**src/rtl/sa2x2_ctrl_pkg.sv**
```systemverilog
// rtl/sa2x2_ctrl_pkg.sv - shared types and defaults for the sa2x2 sequencer
package sa2x2_ctrl_pkg;

    typedef enum logic [2:0] {
        ST_IDLE    = 3'd0,
        ST_CLEAR   = 3'd1,
        ST_FEED    = 3'd2,
        ST_DRAIN   = 3'd3,
        ST_CAPTURE = 3'd4
    } state_t;

    localparam int DEF_DW        = 8;
    localparam int DEF_OW        = 8;
    localparam int DEF_K         = 9;
    localparam int DEF_AW        = 4;
    localparam int DEF_DRAIN_LAT = 3;

    // Feed steps needed to push K elements through two lanes with a one-step lane-1 skew.
    function automatic int nstep(input int k);
        return k / 2 + 1;
    endfunction

    function automatic int max2(input int a, input int b);
        return (a > b) ? a : b;
    endfunction

endpackage

```
**src/rtl/sa2x2_ctrl_op_buf.sv**
```systemverilog
// rtl/sa2x2_ctrl_op_buf.sv - K x DW operand register file, one write port, two async read ports
module sa2x2_ctrl_op_buf #(
    parameter int DW = 8,
    parameter int K  = 9,
    parameter int AW = 4
) (
    input  logic          clk,
    input  logic          rst,
    input  logic          we,
    input  logic [AW-1:0] waddr,
    input  logic [DW-1:0] wdata,
    input  logic [AW-1:0] raddr0,
    input  logic [AW-1:0] raddr1,
    output logic [DW-1:0] rdata0,
    output logic [DW-1:0] rdata1
);

    logic [DW-1:0] mem [K];

    // Only indices 0..K-1 can match, so out-of-range writes fall through silently.
    always_ff @(posedge clk or negedge rst) begin
        if (!rst) begin
            for (int i = 0; i < K; i++) mem[i] <= '0;
        end else begin
            for (int i = 0; i < K; i++) begin
                if (we && waddr == AW'(i)) mem[i] <= wdata;
            end
        end
    end

    assign rdata0 = (int'(raddr0) < K) ? mem[raddr0] : '0;
    assign rdata1 = (int'(raddr1) < K) ? mem[raddr1] : '0;

endmodule

```
**src/rtl/sa2x2_ctrl.sv**
```systemverilog
// rtl/sa2x2_ctrl.sv - sequencer that streams two operand vectors into sa2x2 and captures the dot product
import sa2x2_ctrl_pkg::*;

module sa2x2_ctrl #(
    parameter int DW        = DEF_DW,
    parameter int OW        = DEF_OW,
    parameter int K         = DEF_K,
    parameter int AW        = DEF_AW,
    parameter int DRAIN_LAT = DEF_DRAIN_LAT
) (
    input  logic          clk,
    input  logic          rst,
    input  logic          ld_en,
    input  logic          ld_sel,
    input  logic [AW-1:0] ld_addr,
    input  logic [DW-1:0] ld_data,
    input  logic          start,
    output logic          busy,
    output logic          done,
    output logic [OW-1:0] result,
    output logic          sa_clear,
    output logic [DW-1:0] sa_din0,
    output logic [DW-1:0] sa_din1,
    output logic [DW-1:0] sa_win0,
    output logic [DW-1:0] sa_win1,
    input  logic [OW-1:0] sa_out
);

    localparam int            NSTEP = nstep(K);
    localparam int            CW    = $clog2(max2(NSTEP, DRAIN_LAT));
    localparam logic [AW:0]   KW    = (AW + 1)'(K);

    state_t        state, state_nx;
    logic [CW-1:0] cnt, cnt_nx;
    logic          in_run;
    logic [AW:0]   k0, k1;
    logic          v0, v1;
    logic [DW-1:0] d_rd0, d_rd1, w_rd0, w_rd1;

    always_ff @(posedge clk or negedge rst) begin
        if (!rst) begin
            state <= ST_IDLE;
            cnt   <= '0;
        end else begin
            state <= state_nx;
            cnt   <= cnt_nx;
        end
    end

    always_comb begin
        state_nx = state;
        cnt_nx   = cnt;
        case (state)
            ST_IDLE: begin
                if (start) begin
                    state_nx = ST_CLEAR;
                    cnt_nx   = '0;
                end
            end
            ST_CLEAR: begin
                state_nx = ST_FEED;
                cnt_nx   = '0;
            end
            ST_FEED: begin
                if (cnt == CW'(NSTEP - 1)) begin
                    state_nx = ST_DRAIN;
                    cnt_nx   = '0;
                end else begin
                    cnt_nx = cnt + CW'(1);
                end
            end
            ST_DRAIN: begin
                if (cnt == CW'(DRAIN_LAT - 1)) begin
                    state_nx = ST_CAPTURE;
                    cnt_nx   = '0;
                end else begin
                    cnt_nx = cnt + CW'(1);
                end
            end
            ST_CAPTURE: state_nx = ST_IDLE;
            default:    state_nx = ST_IDLE;
        endcase
    end

    assign in_run = (state == ST_CLEAR) || (state == ST_FEED) || (state == ST_DRAIN);

    // Outputs are registered from the next state so they line up with the state they describe.
    always_comb begin
        k0 = (AW + 1)'({cnt_nx, 1'b0});
        k1 = k0 - (AW + 1)'(1);
        v0 = (state_nx == ST_FEED) && (k0 < KW);
        v1 = (state_nx == ST_FEED) && (cnt_nx != '0) && (k1 < KW);
    end

    sa2x2_ctrl_op_buf #(.DW(DW), .K(K), .AW(AW)) u_data_buf (
        .clk    (clk),
        .rst    (rst),
        .we     (ld_en && !in_run && !ld_sel),
        .waddr  (ld_addr),
        .wdata  (ld_data),
        .raddr0 (k0[AW-1:0]),
        .raddr1 (k1[AW-1:0]),
        .rdata0 (d_rd0),
        .rdata1 (d_rd1)
    );

    sa2x2_ctrl_op_buf #(.DW(DW), .K(K), .AW(AW)) u_weight_buf (
        .clk    (clk),
        .rst    (rst),
        .we     (ld_en && !in_run && ld_sel),
        .waddr  (ld_addr),
        .wdata  (ld_data),
        .raddr0 (k0[AW-1:0]),
        .raddr1 (k1[AW-1:0]),
        .rdata0 (w_rd0),
        .rdata1 (w_rd1)
    );

    always_ff @(posedge clk or negedge rst) begin
        if (!rst) begin
            busy     <= 1'b0;
            done     <= 1'b0;
            result   <= '0;
            sa_clear <= 1'b0;
            sa_din0  <= '0;
            sa_din1  <= '0;
            sa_win0  <= '0;
            sa_win1  <= '0;
        end else begin
            busy     <= (state_nx == ST_CLEAR) || (state_nx == ST_FEED) || (state_nx == ST_DRAIN);
            done     <= (state_nx == ST_CAPTURE);
            sa_clear <= (state_nx == ST_CLEAR);
            if (state_nx == ST_CAPTURE) result <= sa_out;
            sa_din0  <= v0 ? d_rd0 : '0;
            sa_win0  <= v0 ? w_rd0 : '0;
            sa_din1  <= v1 ? d_rd1 : '0;
            sa_win1  <= v1 ? w_rd1 : '0;
        end
    end

endmodule

```
**config.mk**
```make
export PLATFORM = sky130hd
export DESIGN_NAME = sa2x2_ctrl
export DESIGN_NICKNAME = d
export VERILOG_FILES = /design/src/rtl/sa2x2_ctrl_pkg.sv /design/src/rtl/sa2x2_ctrl_op_buf.sv /design/src/rtl/sa2x2_ctrl.sv
export SDC_FILE = /design/constraint.sdc
export NUM_CORES = 1
export LEC_CHECK = 0
export ABC_AREA = 1
export CAP_MARGIN = 0
export CORE_AREA = 2 2 189 191
export DETAILED_ROUTE_END_ITERATION = 12
export DIE_AREA = 0 0 191 193
export GPL_TIMING_DRIVEN = 0
export PLACE_DENSITY_LB_ADDON = 0.05
export SLEW_MARGIN = 10
export SYNTH_ARGS = -nofsm -noshare
export SYNTH_HDL_FRONTEND = slang
export SYNTH_HIERARCHICAL = 1
export SYNTH_SLANG_ARGS = --single-unit
```
**constraint.sdc**
```tcl
create_clock -name clk -period 2.5 [get_ports clk]
set_clock_uncertainty 0.1 [all_clocks]
set_input_delay 0.5 -clock clk [delete_from_list [all_inputs] [get_ports clk]]
set_output_delay 0.5 -clock clk [all_outputs]
set_load 0.05 [all_outputs]
```
# Yosys cells after proc, flatten, opt, wreduce, memory -nomap -nowiden
# Index checks and enable logic that the tools add are counted.
[totals]
regBits = 193
input_bits = 25
output_inout_bits = 43
[op_classes]
n_addsub = 2
n_lt_le_gt_ge = 6
eq_ne = 17
muxes = 28
bitwise = 2
reduce_logical = 33
[op_table]
columns = ["op", "n"]
rows = [
  ["$bmux W8 S4", 4],
  ["$mux W8", 16],
  ["$logic_and A1 B1 Y1", 24],
  ["$pmux W3 S4", 2],
  ["$mux W3", 6],
  ["$eq A4 B3 Y1 const B", 4],
  ["$eq A3 B2 Y1 const B", 5],
  ["$lt A4 B4 Y1 const B", 3],
  ["$ge A5 B5 Y1 const B", 2],
  ["$not A4 Y5", 2],
  ["$eq A4 B2 Y1 const B", 2],
  ["$eq A3 B1 Y1 const B", 2],
  ["$eq A3 B3 Y1 const B", 2],
  ["$lt A5 B4 Y1 const B", 1],
  ["$sub A4 B1 Y5 const B", 1],
  ["$eq A4 B1 Y1 const B", 1],
  ["$eq A4 B4 Y1 const B", 1],
  ["$logic_not A4 Y1", 1],
  ["$logic_or A1 B1 Y1", 4],
  ["$add A3 B1 Y3 const B", 1],
  ["$logic_not A3 Y1", 1],
  ["$reduce_bool A3 Y1", 1],
  ["$logic_not A1 Y1", 2],
]

# Logic depth before layout (Yosys ltp)
[depth]
word_depth = 10
mapped_depth = 17
mapped_depth_nobuf = 17

# Cells and area by module
# The synthesis kept the hierarchy.
[modules_own_cells]
columns = ["mod", "instances", "cells_each", "area_each_um2"]
rows = [
  ["sa2x2_ctrl_op_buf (u_data_buf)", 1, 606, 4113.9],
  ["sa2x2_ctrl_op_buf (u_weight_buf)", 1, 600, 4092.7],
  ["sa2x2_ctrl", 1, 221, 2159.6],
]

# Worst setup path before layout
# Ideal clock, no wire load.
[synth_path]
path_type = "register to register"
from = "register cnt[0]"
to = "register sa_din1[6]"
setup_ns = 0.116
arrival_time_ns = 2.305
slack_ns = -0.021
stages_incl_launch_ff = 16
path_buffers = 0
period_less_slack_ns = 2.521
cell_sequence = "dfrtp_1 inv_1 ha_1 nand2_4 nand3_1 nand2_1 nor2_1 ha_1 inv_1 nand3_1 and2_1 clkinv_1 nand3_1 nand2_1 inv_1 nor2_4"
[synth_between]
elab_chain_len = 10
word_cells_on_any_way = 23
classes_between = "2 x add/sub; 2 x order compare; 3 x eq/ne; 12 x mux; 1 x bitwise; 3 x reduce/logical"
[synth_lines]
columns = ["element", "line", "text"]
rows = [
  ["start, declared", "sa2x2_ctrl.sv:34", "logic [CW-1:0] cnt, cnt_nx;"],
  ["start signal, assigned", "sa2x2_ctrl.sv:46", "cnt <= cnt_nx;"],
  ["$add A3 B1 Y3, or another cell as far along", "sa2x2_ctrl.sv:69, sa2x2_ctrl.sv:77", ""],
  ["$mux W3, on equally long branches", "sa2x2_ctrl.sv:73, sa2x2_ctrl.sv:65", ""],
  ["$pmux W3 S4 *", "sa2x2_ctrl.sv:53", "case (state)"],
  ["$sub A4 B1 Y5 *", "sa2x2_ctrl.sv:90", "k1 = k0 - (AW + 1)'(1);"],
  ["net k1[1]", "sa2x2_ctrl.sv:36", "logic [AW:0] k0, k1;"],
  ["$not A4 Y5 (not written as such)", "sa2x2_ctrl_op_buf.sv:32", "assign rdata1 = (int'(raddr1) < K) ? mem[raddr1] : '0;"],
  ["$bmux W8 S4", "sa2x2_ctrl_op_buf.sv:32", ""],
  ["$mux W8 (not written as such) (2 in series)", "sa2x2_ctrl_op_buf.sv:32", ""],
  ["$mux W8 *", "sa2x2_ctrl_op_buf.sv:32", ""],
  ["net d_rd1[6]", "sa2x2_ctrl.sv:38", "logic [DW-1:0] d_rd0, d_rd1, w_rd0, w_rd1;"],
  ["$mux W8 *", "sa2x2_ctrl.sv:136", "sa_din1 <= v1 ? d_rd1 : '0;"],
  ["end signal, assigned", "sa2x2_ctrl.sv:136", ""],
  ["end, declared", "sa2x2_ctrl.sv:23", "output logic [DW-1:0] sa_din1,"],
]
# Mark *: on every way through the listed nets, which the timed path passes. The rest lies on a longest branch. The select of a mux whose other input is x is not followed.
# A chain may end at the register's enable or synchronous reset.

# Worst setup path in the final report
[layout_path]
from = "register cnt[0]"
to = "register sa_win1[2]"
[layout_between]
elab_chain_len = 10
word_cells_on_any_way = 23
classes_between = "2 x add/sub; 2 x order compare; 3 x eq/ne; 12 x mux; 1 x bitwise; 3 x reduce/logical"
[layout_lines]
columns = ["element", "line", "text"]
rows = [
  ["$add A3 B1 Y3, or another cell as far along", "sa2x2_ctrl.sv:69, sa2x2_ctrl.sv:77", ""],
  ["$mux W3, on equally long branches", "sa2x2_ctrl.sv:73, sa2x2_ctrl.sv:65", ""],
  ["$pmux W3 S4 *", "sa2x2_ctrl.sv:53", ""],
  ["$sub A4 B1 Y5 *", "sa2x2_ctrl.sv:90", ""],
  ["net k1[1]", "sa2x2_ctrl.sv:36", ""],
  ["$not A4 Y5 (not written as such)", "sa2x2_ctrl_op_buf.sv:32", ""],
  ["$bmux W8 S4", "sa2x2_ctrl_op_buf.sv:32", ""],
  ["$mux W8 (not written as such) (2 in series)", "sa2x2_ctrl_op_buf.sv:32", ""],
  ["$mux W8 *", "sa2x2_ctrl_op_buf.sv:32", ""],
  ["net w_rd1[2]", "sa2x2_ctrl.sv:38", ""],
  ["$mux W8 *", "sa2x2_ctrl.sv:137", "sa_win1 <= v1 ? w_rd1 : '0;"],
  ["end signal, assigned", "sa2x2_ctrl.sv:137", ""],
  ["end, declared", "sa2x2_ctrl.sv:25", "output logic [DW-1:0] sa_win1,"],
]
# Marks and branches as above.

==> key figures <==
Outcome
  • Status: complete, no violations

Critical path
  • Worst EP required: 2.76 ns
  • Critical path capture point type: flop
  • RR Startpoint: cnt[0]
  • WP data arrival: 2.67 ns
  • Worst reg2reg setup slack: 0.09 ns
  • Crit Path Class: flop to flop
  • Reg2Reg Capture Point: sa_win1[2]
  • R2R cell count: 16
  • Startpoint types: flop
  • Crit path launch: cnt[0]
  • Worst Path Max Fanout: 10

Power and ir drop
  • Share of power burned in registers: 0.214
  • Leak: 6.19 nW
  • Pint: 10.0 mW
  • PwrDens: 1500 nW/um^2
  • VDD IR max: 651 uV
  • Clock Power Share: 0.140
  • Psw: 9.83 mW
  • Switching share of power: 0.495
  • Comb power frac: 0.646

Job
  • Max-cap violations: 0

Timing
  • Slew margin rel.: 0.547
  • RSZ-0062 raised after global routing: yes
  • Max Fclk: 415 MHz
  • # setup viols final: 0
  • Hold Vio Cnt, Final: 0
  • Worst-margin pin slew: 0.679 ns
  • Slew Viols, Final: 0
  • Tmin final: 2.41 ns
  • Final worst-path cycle share: 0.964
  • Final hold slack: 0.371 ns

Die
  • Site Rows: 69
  • Core area: 35000 um^2
  • Initial Util: 0.296
  • I/O pins: 68
  • Die height: 193 um
  • Die X: 191 um
  • Die Area: 36900 um^2

Place
  • Port Buffer Count: 67
  • GPL Wtd Cong: 0.920
  • Area after DPL: 11700 um^2
  • Post-DP HPWL: 28.2 mm

Drt
  • Drt initial violations: 792
  • Via count: 9688
  • Drt pass-1 iters: 6
  • Vias/cell: 4.76
  • DRT antenna net count: 0
  • Final WL: 38.5 mm
  • # DRC: 0
  • WL per Instance: 18.9 um

Yosys
  • Yosys reg bits: 193
  • Post-Syn Instances: 1427
  • Share of the synthesized area in the top cell type: 0.466
  • Most area-hungry cell type in the Yosys netlist: dfrtp_1
  • Sequential area share after synthesis: 0.466
  • Yosys cell types: 31
  • Top cells by area, synth: dfrtp_1 47%, nand2_1 20%, nand3_1 11%, o21ai_0 6.6%, inv_1 5.1%
  • Post-Syn Area: 10400 um^2
  • Synthesis warning total: 6
  • Mapped Avg Cell Area: 7.26 um^2

Global route
  • GRT Total Usage: 0.216
  • GR Overflow Total: 0
  • First-pass GRT wire length: 58.2 mm
  • Largest net degree at the start of global routing: 71
  • Number of global-route vias before repair: 9132
  • Antenna violations before repair: 0

Clocking
  • CTS tree: yes
  • CTS Buffer Depth: 2
  • H-Tree Depth: 4
  • CTS Buf Count: 17
  • Root Buffer: clkbuf_16
  • Clk pin slew, worst setup/hold paths: 0.08 ns
  • CTS sink cnt: 193
  • Clock Latency Late Sink: 0.46 ns

Min path
  • WHS Path Cells: 2
  • Hold EP: result[2]
  • Worst hold-check path type: flop to flop
  • Critical hold path startpoint: result[2]

Final layout
  • Layout Nets: 1592
  • Most common cell after layout, fill and taps aside: nand2_1
  • Synthesis-to-finish area growth: 27.7%
  • Final instance area: 13200 um^2
  • Most frequent cells in the layout: 524 x nand2_1, 195 x nand3_1, 193 x dfrtp_1
  • Share of cells above drive strength 1: 0.170
## sequential cells by signal, summed over array words and instances (netlist names)
register,count
sa_din1,8
done,1
result,8
busy,1
u_weight_buf/mem,72
state,3
cnt,3
u_data_buf/mem,72
sa_win1,8
sa_clear,1
sa_din0,8
sa_win0,8
## cell usage after synthesis
library cell,count
and2_1,1
nor2_1,42
o21ai_0,137
conb_1,2
buf_1,2
nor2_2,5
clkbuf_1,8
nand3_1,235
nand2_1,547
nor3_2,2
nand4_1,3
inv_2,3
a21oi_1,2
and3_1,1
buf_6,9
nand3_4,1
nand3b_4,1
nand3_2,1
clkbuf_2,2
clkinv_1,6
nand2_4,2
inv_1,142
nor2_4,11
buf_2,40
buf_12,1
nor2_8,1
dfrtp_1,193
nand2_2,7
ha_1,8
o21ai_1,8
buf_4,4
## area by class of cell
class / count / area [um^2]
fillers: 3689 / 21700
multi-input cells: 1019 / 4950
flip-flops and latches: 193 / 4830
repair buffers: 111 / 1120
inverters: 151 / 632
well taps: 461 / 577
plain buffers: 66 / 531
clock buffers: 18 / 439
clock inverters: 14 / 148
diodes: 1 / 2.50
## stage by stage
| step | power [mW] | cells | util | setup TNS [ns] | setup WS, ns |
|---|---|---|---|---|---|
| CTS | 18.2 | 2016 | 0.364 | -0.00591 | -0.00591 |
| finish | 19.9 | 2034 | 0.378 | 0 | 0.0909 |
| floorplan | 10.4 | 1429 | - | 0 | 0.0648 |
| detailed placement | 13.7 | 1959 | 0.334 | -29.59 | -0.960 |
| global route | 21.2 | 2033 | 0.378 | -0.110 | -0.0248 |
| global placement | 13.8 | 1957 | 0.333 | -1544.83 | -7.88 |
## power by group through the flow
stage	registers [mW]	logic, mW	clock network (mW)
finish	4.25	12.8	2.79
global route	4.33	13.9	3.00
CTS	4.24	11.0	2.89
detailed placement	4.30	9.42	0
global placement	4.31	9.44	0
floorplan	4.82	5.61	0
## kinds of logic (layout without fill, tap and decap cells)
| group | Yosys count | in the layout | synth area share |
|---|---|---|---|
| simple gates | 860 | 860 | 0.360 |
| compound gates | 147 | 147 | 0.0710 |
| flops | 193 | 193 | 0.466 |
| buf+inv | 217 | 360 | 0.0932 |
| other cells | 2 | 5 | 0.000724 |
| fa+ha+maj | 8 | 8 | 0.00966 |
## layer usage
metal	vias to the layer above	track usage	wire length, um
li1	4785	-	-
met1	4618	0.319	19000
met2	251	0.326	17100
met3	34	0.0338	1690
met4	0	0.0590	629
met5	-	0	0
## critical path: stages (launching register included)
cell,delay (ns)
dfrtp_1,0.41
inv_2,0.13
ha_4,0.19
nand2_8,0.06
nand3_2,0.08
nand2_2,0.06
nor2_4,0.12
buf_6,0.13
clkbuf_8,0.15
clkinvlp_4,0.11
buf_6,0.16
nand3_1,0.13
nand3_1,0.12
nand3_1,0.14
nand2_1,0.07
inv_1,0.09
nor2_4,0.04
## timing repair
| action | in CTS | in global routing |
|---|---|---|
| setup buffers | 23 | 15 |
| gates cloned | 1 | 2 |
| resized for setup | 72 | 96 |
| endpoints found under the hold margin | 55 | 0 |
| setup endpoints to repair | 32 | 118 |
| hold buffers | 1 | 0 |
| pin swaps | 3 | 35 |
## worst max-delay path by stage
stage / end / cells after the start
2_1_floorplan: sa_win1[6] / 16
3_3_place_gp: u_weight_buf/mem[53] / 1
3_5_place_dp: sa_din1[6] / 15
4_1_cts: sa_din1[6] / 18
5_1_grt: sa_win1[1] / 18
6_report: sa_win1[2] / 16
Note: power is estimated with default switching activity, not from simulation.
